`config.mk`:
```
export PLATFORM = sky130hd
export DESIGN_NAME = sccpu_mem_responder
export DESIGN_NICKNAME = d
export VERILOG_FILES = /design/src/rtl/sccpu_mem_responder.sv
export SDC_FILE = /design/constraint.sdc
export NUM_CORES = 2
export LEC_CHECK = 0
export ABC_CLOCK_PERIOD_IN_PS = 5200
export CORE_MARGIN = 2
export CORE_UTILIZATION = 40
export DETAILED_ROUTE_END_ITERATION = 8
export PLACE_DENSITY = 0.63
export SLEW_MARGIN = 20
export SYNTH_ARGS = -nofsm -noshare
export SYNTH_HDL_FRONTEND = slang
export SYNTH_SLANG_ARGS = --single-unit
export TNS_END_PERCENT = 10
```
`constraint.sdc`:
```
create_clock -name clock -period 5.2 [get_ports clock]
set_input_delay 1.04 -clock clock [delete_from_list [all_inputs] [get_ports clock]]
set_output_delay 1.04 -clock clock [all_outputs]
set_load 0.01 [all_outputs]
```
`src/rtl/sccpu_mem_responder.sv`:
```
// Memory-side responder for the single-cycle CPU: loadable instruction memory,
// data memory, and LOAD/RUN/HALT sequencing with a saturating run-cycle counter.
module sccpu_mem_responder #(
  parameter int          IMEM_AW   = 5,
  parameter int          DMEM_AW   = 5,
  parameter logic [31:0] HALT_INST = 32'h08000000
) (
  input  logic        clock,
  input  logic        resetn,
  input  logic [31:0] pc,
  output logic [31:0] inst,
  input  logic [31:0] alu_out,
  input  logic [31:0] data,
  input  logic        wmem,
  output logic [31:0] mem,
  input  logic        load_valid,
  output logic        load_ready,
  input  logic [31:0] load_data,
  input  logic        load_last,
  output logic        run,
  output logic        halted,
  output logic [31:0] cycle_count
);

  localparam int IW = 1 << IMEM_AW;
  localparam int DW = 1 << DMEM_AW;

  typedef enum logic [1:0] {S_LOAD, S_RUN, S_HALT} state_t;

  state_t               r_state;
  logic [IMEM_AW-1:0]   r_ptr;
  logic [IW-1:0]        r_ivld;
  logic [DW-1:0]        r_dvld;
  logic [31:0]          r_imem [IW];
  logic [31:0]          r_dmem [DW];
  logic                 r_load_ready;
  logic                 r_run;
  logic                 r_halted;
  logic [31:0]          r_cnt;
  logic [31:0]          r_prev_pc;

  logic [IMEM_AW-1:0]   w_iidx;
  logic [DMEM_AW-1:0]   w_didx;
  logic                 w_pc_in;
  logic                 w_d_in;
  logic [31:0]          w_fetch;
  logic                 w_hs;
  logic                 w_load_done;
  logic                 w_store;
  logic                 w_halt;
  logic                 w_unused;

  assign w_iidx  = pc[IMEM_AW+1:2];
  assign w_didx  = alu_out[DMEM_AW+1:2];
  assign w_pc_in = (pc[31:IMEM_AW+2] == '0);
  assign w_d_in  = (alu_out[31:DMEM_AW+2] == '0);
  assign w_unused = ^{pc[1:0], alu_out[1:0]};

  // Reads stay live in HALT so a debugger can still inspect both memories.
  assign w_fetch = (r_state != S_LOAD && w_pc_in && r_ivld[w_iidx]) ? r_imem[w_iidx] : HALT_INST;
  assign inst    = w_fetch;
  assign mem     = (w_d_in && r_dvld[w_didx]) ? r_dmem[w_didx] : '0;

  assign w_hs        = (r_state == S_LOAD) && load_valid && r_load_ready;
  assign w_load_done = w_hs && (load_last || r_ptr == '1);
  assign w_store     = (r_state == S_RUN) && wmem && w_d_in;
  // A jump-to-self on the halt pattern: same pc on two consecutive edges.
  assign w_halt      = (r_state == S_RUN) && (w_fetch == HALT_INST) && (pc == r_prev_pc);

  // Array contents are never reset; the valid bits decide visibility.
  always_ff @(posedge clock) begin
    if (w_hs)    r_imem[r_ptr]  <= load_data;
    if (w_store) r_dmem[w_didx] <= data;
  end

  always_ff @(posedge clock or negedge resetn) begin
    if (!resetn) begin
      r_state      <= S_LOAD;
      r_ptr        <= '0;
      r_ivld       <= '0;
      r_dvld       <= '0;
      r_load_ready <= 1'b0;
      r_run        <= 1'b0;
      r_halted     <= 1'b0;
      r_cnt        <= '0;
      r_prev_pc    <= '0;
    end else begin
      r_prev_pc <= pc;
      case (r_state)
        S_LOAD: begin
          if (w_hs) begin
            r_ivld[r_ptr] <= 1'b1;
            r_ptr         <= r_ptr + IMEM_AW'(1);
          end
          if (w_load_done) begin
            r_state      <= S_RUN;
            r_load_ready <= 1'b0;
            r_run        <= 1'b1;
          end else begin
            r_load_ready <= 1'b1;
          end
        end
        S_RUN: begin
          if (r_cnt != '1) r_cnt <= r_cnt + 32'd1;
          if (w_store) r_dvld[w_didx] <= 1'b1;
          if (w_halt) begin
            r_state  <= S_HALT;
            r_run    <= 1'b0;
            r_halted <= 1'b1;
          end
        end
        default: ;
      endcase
    end
  end

  assign load_ready  = r_load_ready;
  assign run         = r_run;
  assign halted      = r_halted;
  assign cycle_count = r_cnt;

endmodule

```
==> impl_metrics.csv <==
group,metric,value,unit
hold_path,hold_class,"input port to asynchronous set/reset pin",
sta,slew_headroom,26.7,%
power_and_ir_drop,combPwrFrac,5.9,%
synthesis,yosys.area_share.simple,3.30,%
cells_and_area,filler_cell_count,17077,
clock_network,path_clk_slew,0.06,ns
sta,finalSetupViolCount,0,
power_and_ir_drop,p_int,28.9,mW
grt,grt_pass1_wl,316,mm
worst_setup_path,critPathKind,"input port to output port",
synthesis,synth_warnings,0,
power_and_ir_drop,p_clk_share,41.2,%
floorplan,num_io_pins,232,
clock_network,cts-htree-levels,4,
floorplan,die_y,462,microns
sta,skew,0.0447,ns
grt,grt_usage,20.8,%
synthesis,synthMuxAreaShare,14.8,%
power_and_ir_drop,peakVddDrop,0.386,mV
grt,grt_pass1_vias,42609,
power_and_ir_drop,leakagePower,32.1,nW
synthesis,synth_edf_count,2048,
synthesis,synthFlopType,"edfxtp_1",
clock_network,postCtsSetupRepairBufs,0,
synthesis,synth.distinct_cells,71,
sta,finalMaxSlewViolations,0,
cells_and_area,final_nets,4598,
clock_network,root_buffer,"clkbuf_16",
run,drv_cap,0,
grt,gr-total-overflow,0,
clock_network,cts_made_buffers,216,
worst_setup_path,cp_max_fo,34,
drt,wl,225,mm
synthesis,synth_nets,4101,
drt,vias_per_cell,5.78,
placed_design,dpl.hpwl,127,mm
placed_design,gp_congestion,0.785,
status,status,"complete, no violations",
cells_and_area,layout_common_cells,"2,048 x edfxtp_1, 438 x mux4_2, 217 x clkbuf_16, 208 x clkdlybuf4s50_1, 186 x buf_4",
clock_network,cts_sinks,2185,
power_and_ir_drop,cellPowerDensity,374,nW/um^2
clock_network,insertion_delay,0.86,ns
sta,min_period,5.09,ns
synthesis,synth_area_per_cell,21.2,sq um
drt,drt_iter0_drc,4798,
synthesis,synth_seq_area_share,77.4,%
clock_network,cts_tree,"done",
worst_setup_path,crit_path_start_kind,"input port",
cells_and_area,drive_above_1_share,25.1,%
floorplan,initial_core_util,40.1,%
floorplan,rows,168,
clock_network,clk_path_buf_depth,3,
grt,antenna_found_initial,22,
synthesis,async_reset_ff_share,6.27,%
power_and_ir_drop,seqPwrFrac,53.0,%
grt,grt_max_degree,55,
sta,rsz0062_at_grt,"no",
power_and_ir_drop,power,37.0,mW
floorplan,dieArea,213000,sq um
drt,ant_nets,0,
sta,tightest_slew,1.10,ns
synthesis,synth_adder_area_share,0.0895,%
cells_and_area,post-route-util,47.2,%
synthesis,synth_xor_area_share,0.689,%
cells_and_area,multi_input_area,18400,sq um
cells_and_area,register_area,64900,sq um
sta,fmax,0.196,GHz
drt,vias,43128,
sta,hold_violations,0,
worst_setup_path,crit_arrival,4.05,ns
power_and_ir_drop,p_sw,8.09,mW
synthesis,synth_seq_cells,2185,
worst_setup_path,cp.required,4.16,ns
drt,drc_errors,0,
floorplan,die_width,462,microns
worst_setup_path,rr_worst_depth,10,
synthesis,synth_compound_area_share,2.38,%
sta,finalCritPeriodShare,97.9,%
cells_and_area,syn_to_final_growth,17.7,%
synthesis,synth_top_family_by_area,"multiplexers",
synthesis,syn-instance-count,3962,
drt,post_drt_wl_per_cell,30.1,microns
floorplan,placeableCoreArea,209000,sq um
placed_design,io_buffers,229,
drt,drtPass1Iterations,5,
synthesis,netlist_area,83900,sq um
cells_and_area,final_common_cell,"edfxtp_1",
power_and_ir_drop,netSwitchingFraction,21.9,%
worst_setup_path,endpoint_kind,"output port",
==> per-stage QoR <==
| step | TNS (ns) | worst slack [ns] | std cells | cell area (sq um) | hold slack, ns |
|---|---|---|---|---|---|
| after floorplan | 0 | 0.700 | 3962 | 83900 | 0.433 |
| after global placement | -0.356 | -0.118 | 7046 | 91800 | 0.444 |
| after detailed placement | -0.176 | -0.126 | 7046 | 91800 | 0.449 |
| after CTS | 0 | 0.00692 | 7451 | 98700 | 0.101 |
| after global routing | 0 | 0.0239 | 7457 | 98700 | 0.137 |
| final | 0 | 0.109 | 7459 | 98700 | 0.112 |
==> flip-flops by register name, indices dropped and copies added, names as in the netlist <==
name / cells
r_imem: 1024
r_dvld: 32
cycle_count: 32
r_state: 2
halted: 1
r_ivld: 32
load_ready: 1
r_prev_pc: 32
r_dmem: 1024
r_ptr: 5
==> per-layer routing <==
layer	GRT usage, %	routed length, microns	up-vias
met5	0	98	-
met4	5.71	5240	16
met1	29.1	91800	23332
li1	-	-	17534
met2	33.9	110000	1916
met3	3.47	17500	330
==> cell families after synthesis <==
group / after synthesis
mux: 653
flops: 2185
fa+ha+maj: 6
buf+inv: 219
compound gates: 295
xor+xnor: 66
simple gates: 538
==> timing repair <==
item                       CTS  global route
pin swaps                    0             0
hold buffers                 0             0
setup endpoints to repair    5            10
resized for setup            2             7
==> critical path, stage by stage <==
cell	delay, ns
buf_8	0.23
buf_12	0.30
mux2_2	0.21
o22ai_1	0.07
o21a_1	0.21
o31ai_2	0.44
buf_4	0.23
nand2_1	0.07
buf_4	0.22
nor2_1	0.29
clkdlybuf4s50_1	0.62
==> final timing paths <==
check	from	endpoint	slack, ns
max	pc[2]	inst[3]	0.11
min	resetn	r_ptr[1]	0.11
max reg2reg	r_imem[8][2]	r_state[0]	1.70
min reg2reg	r_ivld[31]	r_ivld[31]	0.46
max in group asynchronous	resetn	r_dvld[30]	3.89
min in group clock	r_ivld[31]	r_ivld[31]	0.46
==> final cells by class <==
type	instances	share of cell area [%]
Antenna cell	8	0.0203
Clock inverter	124	1.18
Inverter	20	0.0760
Tap cell	2805	3.55
Sequential cell	2185	65.8
Timing Repair Buffer	478	5.02
Multi-Input combinational cell	1558	18.6
Clock buffer	281	5.80
==> cells in the mapped netlist (17+ instances only) <==
master | number | share of area (%)
buf_4 | 17 | 0.15
nand3_1 | 42 | 0.25
a22oi_1 | 57 | 0.51
clkbuf_1 | 88 | 0.39
inv_1 | 18 | 0.081
buf_2 | 41 | 0.24
mux2i_1 | 179 | 2.1
mux4_1 | 23 | 0.72
nand2_1 | 88 | 0.39
nand4_1 | 25 | 0.19
a21oi_1 | 21 | 0.13
mux4_2 | 438 | 12
buf_1 | 28 | 0.13
buf_6 | 20 | 0.27
or2_2 | 67 | 0.50
and3_1 | 20 | 0.15
edfxtp_1 | 2048 | 73
xnor2_1 | 50 | 0.52
or4_1 | 32 | 0.29
dfrtp_1 | 137 | 4.1
o22ai_1 | 142 | 1.1
nor2_1 | 170 | 0.76
==> power groups by stage <==
stage | registers (mW) | logic, mW | clock network (mW)
after detailed placement | 19.9 | 2.18 | 0
after global routing | 19.6 | 2.31 | 16.1
final | 19.6 | 2.17 | 15.2
after CTS | 19.6 | 2.19 | 15.5
after global placement | 19.9 | 2.15 | 0
after floorplan | 19.9 | 1.16 | 0
Power figures use the tool's default switching activity.
==> patch (same settings) <==
Encoding of `state_t`: now one-hot (3 bits for 3 states).
--- a/src/rtl/sccpu_mem_responder.sv
+++ b/src/rtl/sccpu_mem_responder.sv
@@ -25,7 +25,7 @@
   localparam int IW = 1 << IMEM_AW;
   localparam int DW = 1 << DMEM_AW;
 
-  typedef enum logic [1:0] {S_LOAD, S_RUN, S_HALT} state_t;
+  typedef enum logic [2:0] {S_LOAD = 3'b001, S_RUN = 3'b010, S_HALT = 3'b100} state_t;
 
   state_t               r_state;
   logic [IMEM_AW-1:0]   r_ptr;
Formal check against the unedited RTL: same outputs for any inputs over 4 cycles, from zero or initial values and one cycle with resetn low; so few cycles prove little.
==> patch against the original RTL <==
Wire length decreased by 1.5%; power down 1.6%; synthesized cell count fell by 1.7%; cell count down 0.82%; first-iteration DRC count increased by 6.8%; worst setup slack worse by 0.068 ns; final area grew 0.31%; via count decreased by 1.2%; synthesized area is 0.40% lower; hold slack better by 0.13 ns; sequential cell count up 1.
==> patch: results (changes against the original RTL) <==
setup_path:
  timing.rr.start: "r_state[0]$_DFFE_PN1P_"
  crit_fanout: 9  # -74%
  ff2ff_setup_slack_ns: 1.65  # -0.05 ns
  reg2reg_depth: 5  # -5
  cpPeakStageDelay_ns: 0.76  # +0.14 ns
  cp_data_arrival_time_ns: 4.12  # +0.07 ns
  endpoint: "mem[1]"
  reg2reg_to: "r_imem[21][19]$_DFFE_PP_"
timing:
  maxSlewHeadroom_pct: 28.0  # +1.2 points
  hold_slack_ns: 0.241  # +0.129 ns
  fin_skew_ns: 0.0576  # +0.0129 ns
global_routing:
  grt_max_degree: 139  # +150%
  grt_antenna_before_repair: 27  # +23%
  grt_usage_pct: 20.7  # -0.13 points
cts:
  numCtsBuffers: 217  # +0.46%
pwr:
  ir_worst_vdd_mv: 0.364  # -5.8%
  p_leak_nw: 32.1  # -0.14%
  intPower_mw: 28.7  # -0.65%
route:
  wirelength_mm: 221  # -1.5%
  drt_iter0_drc: 5122  # +6.8%
yosys:
  async_flop_share_pct: 6.31  # +0.043 points
  synth_compound_area_share_pct: 2.33  # -0.043 points
  synthXorXnorAreaFrac_pct: 0.692  # +0.0028 points
  synth_fa_ha_area_share_pct: 0.0898  # +0.00036 points
  ys_top_cells_by_area: "edfxtp_1 (74%), mux4_2 (13%), dfrtp_1 (4.1%), mux2i_1 (1.7%), o22ai_1 (0.99%)"
  synth.avg_cell_area_um2: 21.5  # +1.3%
placement:
  globalplace.congestion: 0.803  # +2.3%
  place_hpwl_mm: 128  # +1.1%
layout:
  nets: 4557  # -0.89%
  layoutNonFillerInstCount: 7398  # -0.82%
  drive_gt1_share_pct: 26.5  # +1.5 points
status:
  status: "complete, no violations"
==> patch: metal layers <==
| metal | vias to the layer above | track usage [%] | wire length (um) |
|---|---|---|---|
| li1 | 17400 | - | - |
| met1 | 23000 | 28.4 | 89700 |
| met2 | 1886 | 34.3 | 109000 |
| met3 | 332 | 3.50 | 16800 |
| met4 | 22 | 5.60 | 5320 |
| met5 | - | 0 | 135 |
==> patch: worst register-to-register path: stages, from the launching register on <==
cell and delay (ns):
dfstp_2 0.54, nor3b_1 0.37, and3_1 0.52, nand2_1 0.56, nor2_4 0.86, buf_12 0.34
==> patch: per-stage QoR <==
stage          setup slack (ns)  util, %  total power, mW  instance area (um^2)
2_1_floorplan             0.570        -             20.4                 83600
3_3_place_gp             -0.116     44.3             21.2                 92000
3_5_place_dp             -0.136     44.3             21.2                 92000
4_1_cts                   0.120     47.7             36.6                 99100
5_1_grt                  0.0303     47.7             37.3                 99000
6_report                 0.0414     47.7             36.4                 99000
==> patch: area by class of cell <==
class | instances | area, um^2
Antenna cell | 11 | 27.5
Timing Repair Buffer | 501 | 5330
Sequential cell | 2186 | 65000
Fill cell | 16900 | 108000
Inverter | 10 | 37.5
Clock inverter | 112 | 1290
Multi-Input combinational cell | 1502 | 18100
Tap cell | 2788 | 3490
Clock buffer | 288 | 5780
==> patch: power groups by stage <==
| stage | registers (mW) | logic [mW] | clock network [mW] |
|---|---|---|---|
| floorplan | 19.6 | 0.822 | 0 |
| global placement | 19.6 | 1.59 | 0 |
| detailed placement | 19.6 | 1.61 | 0 |
| CTS | 19.3 | 1.62 | 15.7 |
| global route | 19.3 | 1.71 | 16.4 |
| finish | 19.3 | 1.60 | 15.5 |
==> patch: what timing repair did <==
item / 4_1_cts / 5_1_grt
hold endpoints to repair: 0 / 0
resized for setup: 3 / 1
endpoints found under the setup margin: 1 / 1
